## config.mk

```make
export PLATFORM = sky130hd
export DESIGN_NAME = regfile_write_arbiter
export DESIGN_NICKNAME = d
export VERILOG_FILES = /design/src/rtl/regfile_write_arbiter.sv
export SDC_FILE = /design/constraint.sdc
export NUM_CORES = 1
export LEC_CHECK = 0
export CORE_MARGIN = 2
export CORE_UTILIZATION = 42
export CTS_BUF_LIST = sky130_fd_sc_hd__clkbuf_8
export DETAILED_ROUTE_END_ITERATION = 8
export PLACE_DENSITY = 0.83
export SLEW_MARGIN = 20
export SYNTH_ARGS = -nofsm -noshare
export SYNTH_HDL_FRONTEND = slang
export SYNTH_SLANG_ARGS = --single-unit
```

## constraint.sdc

```tcl
create_clock -name clock -period 1.86 [get_ports clock]
set_clock_uncertainty 0.05 [all_clocks]
set_input_delay 0.372 -clock clock [delete_from_list [all_inputs] [get_ports clock]]
set_output_delay 0.372 -clock clock [all_outputs]
set_load 0.02 [all_outputs]
```

## src/rtl/regfile_write_arbiter.sv

```systemverilog
// rtl/regfile_write_arbiter.sv - round-robin arbiter for the regfile write port (optional bypass: WB_ARB_FWD_EN)
module regfile_write_arbiter #(
    parameter int DATA_WIDTH = 32,
    parameter int ADDR_WIDTH = 5
) (
    input  logic                  clock,
    input  logic                  reset,
    input  logic                  req0_valid,
    output logic                  req0_ready,
    input  logic [ADDR_WIDTH-1:0] req0_reg,
    input  logic [DATA_WIDTH-1:0] req0_data,
    input  logic                  req1_valid,
    output logic                  req1_ready,
    input  logic [ADDR_WIDTH-1:0] req1_reg,
    input  logic [DATA_WIDTH-1:0] req1_data,
    output logic                  ctrl_writeEnable,
    output logic [ADDR_WIDTH-1:0] ctrl_writeReg,
    output logic [DATA_WIDTH-1:0] data_writeReg,
    output logic                  last_grant,
`ifdef WB_ARB_FWD_EN
    input  logic [ADDR_WIDTH-1:0] fwd_readRegA,
    input  logic [ADDR_WIDTH-1:0] fwd_readRegB,
    output logic                  fwd_hitA,
    output logic                  fwd_hitB,
    output logic [DATA_WIDTH-1:0] fwd_data,
`endif
    output logic [7:0]            conflict_count
);

    typedef enum logic {
        G0 = 1'b0,
        G1 = 1'b1
    } grant_t;

    grant_t state;
    grant_t state_next;

    logic transfer;
    logic [ADDR_WIDTH-1:0] win_reg;
    logic [DATA_WIDTH-1:0] win_data;

    // Grant selection: a lone requester always wins; on conflict the one that did not win last time goes
    always_comb begin
        state_next = state;
        req0_ready = 1'b0;
        req1_ready = 1'b0;
        win_reg    = req0_reg;
        win_data   = req0_data;
        if (req0_valid && (!req1_valid || state == G1)) begin
            req0_ready = 1'b1;
            state_next = G0;
        end else if (req1_valid) begin
            req1_ready = 1'b1;
            state_next = G1;
            win_reg    = req1_reg;
            win_data   = req1_data;
        end
    end

    assign transfer   = req0_ready || req1_ready;
    assign last_grant = (state == G1);

    // Grant history; reset to G1 so requester 0 wins the first conflict
    always_ff @(posedge clock or posedge reset) begin
        if (reset) begin
            state <= G1;
        end else begin
            state <= state_next;
        end
    end

    // Output register: load the winner, suppress the enable for register 0, hold index/data when idle
    always_ff @(posedge clock or posedge reset) begin
        if (reset) begin
            ctrl_writeEnable <= 1'b0;
            ctrl_writeReg    <= '0;
            data_writeReg    <= '0;
        end else if (transfer) begin
            ctrl_writeEnable <= (win_reg != '0);
            ctrl_writeReg    <= win_reg;
            data_writeReg    <= win_data;
        end else begin
            ctrl_writeEnable <= 1'b0;
        end
    end

    // Saturating count of cycles where both sources contend
    always_ff @(posedge clock or posedge reset) begin
        if (reset) begin
            conflict_count <= 8'd0;
        end else if (req0_valid && req1_valid && conflict_count != 8'hFF) begin
            conflict_count <= conflict_count + 8'd1;
        end
    end

`ifdef WB_ARB_FWD_EN
    // Bypass view of the write that the regfile has not yet captured
    always_comb begin
        fwd_hitA = ctrl_writeEnable && (ctrl_writeReg == fwd_readRegA);
        fwd_hitB = ctrl_writeEnable && (ctrl_writeReg == fwd_readRegB);
        fwd_data = data_writeReg;
    end
`endif

endmodule

```

==> metrics.log, run 1 <==
INFO  metric finish.instance_area = 4070 um^2
INFO  metric report.final.setup_viol = 0
INFO  metric synth_area_per_cell = 10.1 um^2
INFO  metric final_cell_mix = 119 x sky130_fd_sc_hd__clkdlybuf4s50_1, 46 x sky130_fd_sc_hd__dfrtp_1, 41 x sky130_fd_sc_hd__mux2_2, 37 x sky130_fd_sc_hd__inv_1, 37 x sky130_fd_sc_hd__o22ai_1
INFO  metric grt_setup_unrepaired = no
INFO  metric slew_violations = 0
INFO  metric h-tree-depth = 2
INFO  metric hold_slack = 323 ps
INFO  metric cells_after_dpl = 451
INFO  metric synth-async-reset-ratio = 1.00
INFO  metric p_leak = 0.00175 uW
INFO  metric yosys.area_share.xor_xnor = 0.00339
INFO  metric drt_iter0_markers = 101
INFO  metric finalWirelength = 7.12 mm
INFO  metric final_layout_size_suffix_gt1_frac = 0.180
INFO  metric yosys.area_share.adder = 0.00484
INFO  metric worstPathBufferInverterCount = 1
INFO  metric die_height = 82.5 um
INFO  metric crit_start = conflict_count[7]
INFO  metric slew_headroom = 0.715
INFO  metric yosys_warnings = 0
INFO  metric number_of_placed_i_o_pins = 127
INFO  metric crit_path_max_incr_delay = 630 ps
INFO  metric endpoint_kind = output port
INFO  metric post-cts-setup-buffers = 0
INFO  metric die_width = 82.5 um
INFO  metric critical_path.slowest_cell = sky130_fd_sc_hd__clkdlybuf4s50_1
INFO  metric count_of_buffers_inserted_at_the_top_level_ports = 126
INFO  metric rr_endpoint = conflict_count[1]
INFO  metric grt_start_max_net_pins = 39
INFO  metric highest_fanout_seen_on_the_critical_path = 6
INFO  metric reg2reg_from = conflict_count[0]
INFO  metric postSynthRegisterBits = 47
INFO  metric result_of_the_run = finished, final reports clean
INFO  metric postSynthNetCount = 336
INFO  metric design.final.nets = 462
INFO  metric synth_top_flop_cell = sky130_fd_sc_hd__dfrtp_1
INFO  metric drv.max_cap_violation_count = 0
INFO  metric clk_path_buf_depth = 2
INFO  metric power_density = 878 nW/um^2
INFO  metric core_area = 5920 um^2
INFO  metric cp.depth = 1
INFO  metric syn-instance-count = 257
INFO  metric area_growth_syn_to_layout = 57.3%
INFO  metric design.die.area = 6800 um^2
INFO  metric place_area = 3920 um^2
INFO  metric worst_skew_late_latency = 290 ps
INFO  metric antenna_left = 0
INFO  metric hold_viol_final = 0
INFO  metric worstPathRequired = 1440 ps
INFO  metric first_global_vias = 2346
INFO  metric critical_path.cell_chain = clkdlybuf4s50_1
INFO  metric synthesized_area_fraction_occupied_by_ao_oa_aoi_and_oai_cells = 0.195
INFO  metric reg2reg_depth = 4
INFO  metric cp_class = reg -> out
INFO  metric worstSetupEndpoint = conflict_count[7]
INFO  metric overall_global_routing_usage = 0.208
INFO  metric dp_hpwl = 5.25 mm
INFO  metric synth_simple_gate_area_share = 0.0528
INFO  metric number_of_antenna_violations_at_the_first_check_in_global_routing = 1
INFO  metric yosysUniqueCellTypes = 28
INFO  metric detailedPlace.worstSlack = -435 ps
INFO  metric yosys-mux-area-fraction = 0.183
INFO  metric reg2reg_slack = 240 ps
INFO  metric cts_tree = yes
INFO  metric holdCritPathClass = in -> async
INFO  metric n_fill_cell = 479
INFO  metric detailedRoute.firstPassIterationCount = 4
INFO  metric initial_core_util = 0.437
INFO  metric layout_setup_ws = 63.8 ps
INFO  metric dominant_combinational_cell_family_by_area_after_synthesis = compound AO/OA/AOI/OAI gates
INFO  metric route.detailed.wl_per_inst = 15.5 um
INFO  metric mostFrequentLayoutCell = sky130_fd_sc_hd__clkdlybuf4s50_1
INFO  metric grt_pass1_wl = 10.9 mm
INFO  metric met2WireLength = 3.52 mm
INFO  metric synth_enable_flop_cells = 0
INFO  metric critPathArrivalTime = 1370 ps
INFO  metric clk_root_buffer_cell = sky130_fd_sc_hd__clkbuf_8
INFO  metric clkSinkCount = 47
INFO  metric drt-vias-per-instance = 5.40
INFO  metric detailroute.via_count = 2485
INFO  metric worstSetupStartpointType = flop
INFO  metric synth.yosys.seq_area_share = 0.455
INFO  metric final_cells = 460
INFO  metric fp-row-count = 28
INFO  metric final.period_utilization = 0.966
INFO  metric dr_wl_met3 = 493 um
INFO  metric worst_path_dominant_cell_family = buffers and inverters
INFO  metric period_minus_slack = 1800 ps
INFO  metric gp_routability_congestion = 0.796
INFO  metric power.ir.vdd_worst = 539 uV
INFO  metric wl_met1 = 3.03 mm
INFO  metric grt_overflow_total = 0
INFO  metric syn-cell-area = 2580 um^2
INFO  metric numCtsBuffers = 5
INFO  metric uppermost_routed_layer = met4
INFO  metric timing_worst_slew_pin_value = 428 ps
INFO  metric cts.clk_slew.worst_paths = 90 ps
INFO  metric fmaxAchievable = 0.557 GHz
INFO  metric route.detailed.drc = 0
## cells in the mapped netlist (2+ instances only)
master | n | share of area
sky130_fd_sc_hd__or4_1 | 2 | 0.0058
sky130_fd_sc_hd__a31oi_1 | 32 | 0.077
sky130_fd_sc_hd__o21ai_0 | 2 | 0.0039
sky130_fd_sc_hd__mux2_2 | 41 | 0.18
sky130_fd_sc_hd__clkbuf_1 | 4 | 0.0058
sky130_fd_sc_hd__buf_4 | 2 | 0.0058
sky130_fd_sc_hd__nor2_1 | 13 | 0.019
sky130_fd_sc_hd__nand2_1 | 4 | 0.0058
sky130_fd_sc_hd__dfrtp_1 | 46 | 0.45
sky130_fd_sc_hd__inv_1 | 38 | 0.055
sky130_fd_sc_hd__nand2b_1 | 2 | 0.0048
sky130_fd_sc_hd__nand3_1 | 3 | 0.0058
sky130_fd_sc_hd__nand4_1 | 3 | 0.0073
sky130_fd_sc_hd__o22ai_1 | 37 | 0.090
sky130_fd_sc_hd__buf_2 | 10 | 0.019
sky130_fd_sc_hd__buf_6 | 4 | 0.017
sky130_fd_sc_hd__o21a_1 | 3 | 0.0087
## power by group
part           internal [uW]  switching (uW)  total (uW)
registers               1200             149        1350
logic                    714             622        1340
clock network            536             348         884
total                   2450            1120        3570
## cells by family (layout without fill, tap and decap cells)
logic type,after synthesis,in the layout
compound gates,78,78
xor+xnor,1,1
fa+ha+maj,1,1
buf+inv,59,186
flops,47,47
mux,42,42
other cells,0,1
simple gates,29,29
## area by class of cell
class	instances	area, um^2	share of cell area
antenna	1	2.50	0.000615
clock buffer	5	68.8	0.0169
clock inverter	3	67.6	0.0166
inverter	38	143	0.0351
multi-input combinational	151	1140	0.280
sequential	47	1180	0.290
tap	75	93.8	0.0231
timing repair buffer	140	1380	0.338
## sequential cells by signal, summed over array words and instances, names as in the netlist
register and flops:
conflict_count 8, ctrl_writeEnable 1, ctrl_writeReg 5, data_writeReg 32
last_grant 1
## worst min path at each step
stage	startpoint	to	slack [ps]	depth (start not counted)
3_3_place_gp	conflict_count[0]	conflict_count[0]	490	1
5_1_grt	reset	conflict_count[1]	350	2
2_1_floorplan	req0_reg[2]	ctrl_writeReg[2]	450	1
3_5_place_dp	conflict_count[0]	conflict_count[0]	490	1
4_1_cts	reset	conflict_count[1]	340	2
6_report	reset	conflict_count[5]	320	2
## what timing repair did
| item | CTS | global route |
|---|---|---|
| hold buffers | 0 | 0 |
| resized for setup | 7 | 2 |
| setup endpoints to repair | 3 | 2 |
## routing by layer
layer | vias to the layer above | global-route usage
met5 | - | 0
met4 | 0 | 0.0533
met3 | 8 | 0.0522
met2 | 95 | 0.351
met1 | 1196 | 0.267
li1 | 1186 | -
## through the flow
step	utilization	TNS, ps	total power [uW]
2_1_floorplan	-	0	2040
3_3_place_gp	0.663	-1720	2680
3_5_place_dp	0.663	-3350	2720
4_1_cts	0.686	0	3600
5_1_grt	0.686	0	3760
6_report	0.687	0	3570
Power figures use the tool's default switching activity.
==> inputs of run 2 (changes only) <==
--- a/config.mk
+++ b/config.mk
@@ -6,10 +6,10 @@
 export NUM_CORES = 1
 export LEC_CHECK = 0
 export CORE_MARGIN = 2
-export CORE_UTILIZATION = 42
+export CORE_UTILIZATION = 45
 export CTS_BUF_LIST = sky130_fd_sc_hd__clkbuf_8
 export DETAILED_ROUTE_END_ITERATION = 8
-export PLACE_DENSITY = 0.83
+export PLACE_DENSITY = 0.88
 export SLEW_MARGIN = 20
 export SYNTH_ARGS = -nofsm -noshare
 export SYNTH_HDL_FRONTEND = slang
==> constraint.sdc (replaced) <==
create_clock -name clock -period 2.1 [get_ports clock]
set_clock_uncertainty 0.05 [all_clocks]
set_input_delay 0.42 -clock clock [delete_from_list [all_inputs] [get_ports clock]]
set_output_delay 0.42 -clock clock [all_outputs]
set_load 0.02 [all_outputs]
==> run 2 against run 1 <==
Compared with the run above: critical path depth unchanged; global-route usage rose by 2.9 points; highest routed layer unchanged; routed wire length increased by 4.9%; critical endpoint is now last_grant.
==> metrics.log, run 2 (synthesis results as in run 1) <==
INFO  metric antenna_cells = 0
INFO  metric timing_worst_slew_pin_value = 453 ps
INFO  metric reg2reg_slack = 470 ps
INFO  metric detailedRoute.firstPassIterationCount = 4
INFO  metric drt_iter0_markers = 121
INFO  metric worstSetupStartpointType = flop
INFO  metric critical_path.slowest_cell = sky130_fd_sc_hd__clkdlybuf4s50_1
INFO  metric report.final.setup_viol = 0
INFO  metric number_of_antenna_violations_at_the_first_check_in_global_routing = 0
INFO  metric fp-row-count = 27
INFO  metric net-switching-power = 982 uW
INFO  metric worstPathBufferInverterCount = 1
INFO  metric layout_setup_ws = 153 ps
INFO  metric p_leak = 0.00168 uW
INFO  metric clock_power_share = 0.177
INFO  metric cp_class = reg -> out
INFO  metric hold_viol_final = 0
INFO  metric critical_path.cell_chain = clkdlybuf4s50_1
INFO  metric drt-vias-per-instance = 5.58
INFO  metric largest_register_ffs = 32
INFO  metric clk_root_buffer_cell = sky130_fd_sc_hd__clkbuf_8
INFO  metric worst_skew_late_latency = 290 ps
INFO  metric totalNegativeSetupSlack = 0 ps
INFO  metric drv.max_cap_violation_count = 0
INFO  metric slew_violations = 0
INFO  metric area_growth_syn_to_layout = 53.3%
INFO  metric initial_core_util = 0.467
INFO  metric power_frac_comb = 0.407
INFO  metric highest_fanout_seen_on_the_critical_path = 4
INFO  metric grt_start_max_net_pins = 70
INFO  metric first_global_vias = 2566
INFO  metric dp_hpwl = 5.37 mm
INFO  metric numCtsBuffers = 5
INFO  metric result_of_the_run = finished, final reports clean
INFO  metric mostFrequentLayoutCell = sky130_fd_sc_hd__clkdlybuf4s50_1
INFO  metric power.ir.vdd_worst = 473 uV
INFO  metric h-tree-depth = 2
INFO  metric design.die.area = 6370 um^2
INFO  metric worst_path_dominant_cell_family = buffers and inverters
INFO  metric power_density = 731 nW/um^2
INFO  metric finalWirelength = 7.47 mm
INFO  metric overall_global_routing_usage = 0.237
INFO  metric period_minus_slack = 1950 ps
INFO  metric worstPathRequired = 1630 ps
INFO  metric biggestRegsByFlops = data_writeReg (32), conflict_count (8), ctrl_writeReg (5)
INFO  metric design.final.nets = 457
INFO  metric final.period_utilization = 0.927
INFO  metric registers.top_by_ff_count = data_writeReg
INFO  metric clkSinkCount = 47
INFO  metric final_cell_mix = 122 x sky130_fd_sc_hd__clkdlybuf4s50_1, 46 x sky130_fd_sc_hd__dfrtp_1, 41 x sky130_fd_sc_hd__mux2_2, 39 x sky130_fd_sc_hd__inv_1, 37 x sky130_fd_sc_hd__o22ai_1
INFO  metric swShare = 0.339
INFO  metric grt_setup_unrepaired = no
INFO  metric post_cts_hold_buffer_count = 0
INFO  metric detailroute.via_count = 2515
INFO  metric fmaxAchievable = 0.514 GHz
INFO  metric critPathArrivalTime = 1480 ps
INFO  metric die_height = 79.8 um
INFO  metric grt_overflow_total = 0
INFO  metric holdCritPathClass = in -> async
INFO  metric count_of_buffers_inserted_at_the_top_level_ports = 126
INFO  metric gp_routability_congestion = 0.840
INFO  metric die_width = 79.8 um
INFO  metric route.detailed.wl_per_inst = 16.6 um
INFO  metric antenna_left = 0
INFO  metric slew_headroom = 0.698
INFO  metric crit_start = last_grant
INFO  metric route.detailed.drc = 0
INFO  metric endpoint_kind = output port
INFO  metric cts_tree = yes
INFO  metric rr_endpoint = conflict_count[1]
INFO  metric number_of_placed_i_o_pins = 127
INFO  metric detailedPlace.worstSlack = -353 ps
INFO  metric crit_path_max_incr_delay = 610 ps
INFO  metric reg2reg_depth = 4
INFO  metric power_frac_seq = 0.416
INFO  metric reg2reg_from = conflict_count[0]
INFO  metric final_layout_size_suffix_gt1_frac = 0.164
INFO  metric core_area = 5540 um^2
INFO  metric cts.clk_slew.worst_paths = 80 ps
INFO  metric grt_pass1_wl = 11.8 mm
INFO  metric clk_path_buf_depth = 2
INFO  metric power.internal = 1910 uW
run 2: cell count changes in the layout (fill, tap and decap cells not counted):
cell	before	now
sky130_fd_sc_hd__buf_4	13	8
sky130_fd_sc_hd__bufinv_16	2	0
sky130_fd_sc_hd__clkdlybuf4s15_1	1	0
sky130_fd_sc_hd__clkdlybuf4s50_1	119	122
sky130_fd_sc_hd__clkinv_2	0	1
sky130_fd_sc_hd__clkinvlp_4	1	0
sky130_fd_sc_hd__diode_2	1	0
sky130_fd_sc_hd__dlymetal6s2s_1	2	0
sky130_fd_sc_hd__inv_1	37	39
run 2: worst register-to-register path, stage by stage (launching register included):
cell and delay [ps]:
sky130_fd_sc_hd__dfrtp_1 440, sky130_fd_sc_hd__ha_1 240, sky130_fd_sc_hd__nand4_1 190, sky130_fd_sc_hd__o211ai_2 250, sky130_fd_sc_hd__mux2_2 350
run 2: layout make-up:
class / instances / area, um^2
clock buffer: 5 / 68.8
timing repair buffer: 135 / 1330
tap: 72 / 90.1
multi-input combinational: 151 / 1140
sequential: 47 / 1180
inverter: 38 / 143
clock inverter: 3 / 12.5
fill: 443 / 1580
run 2: power groups by stage:
| stage | combinational, uW | sequential [uW] | clock [uW] |
|---|---|---|---|
| after floorplan | 421 | 1390 | 0 |
| after global placement | 1150 | 1210 | 0 |
| after global routing | 1260 | 1230 | 584 |
| after CTS | 1190 | 1200 | 529 |
| final | 1180 | 1210 | 513 |
| after detailed placement | 1180 | 1220 | 0 |
run 2: stage by stage:
| stage | cell area (um^2) | power [uW] | hold WS, ps | util | cells |
|---|---|---|---|---|---|
| 6_report | 3960 | 2900 | 431 | 0.715 | 451 |
| 5_1_grt | 3960 | 3070 | 455 | 0.715 | 451 |
| 4_1_cts | 3960 | 2920 | 433 | 0.715 | 451 |
| 3_5_place_dp | 3880 | 2400 | 504 | 0.701 | 443 |
| 3_3_place_gp | 3880 | 2360 | 504 | 0.701 | 443 |
| 2_1_floorplan | 2580 | 1810 | 501 | - | 257 |
run 2: layer usage:
layer  global-route usage  vias up  part of all wire
li1                     -     1179                 -
met3               0.0362       20             0.062
met1                0.270     1207              0.40
met5                    0        -                 0
met4                0.114        0             0.024
met2                0.432      109              0.52
run 2: timing repair:
item,CTS,global route
hold endpoints to repair,0,0
resized for setup,5,0
setup endpoints to repair,2,0
setup buffers,0,0
run 2: how the worst max path moves through the flow:
stage	end	slack (ps)	cells after the start
floorplan	req1_ready	420	4
global placement	req1_ready	-240	4
detailed placement	req0_ready	-350	5
CTS	last_grant	140	1
global route	last_grant	100	1
finish	last_grant	150	1
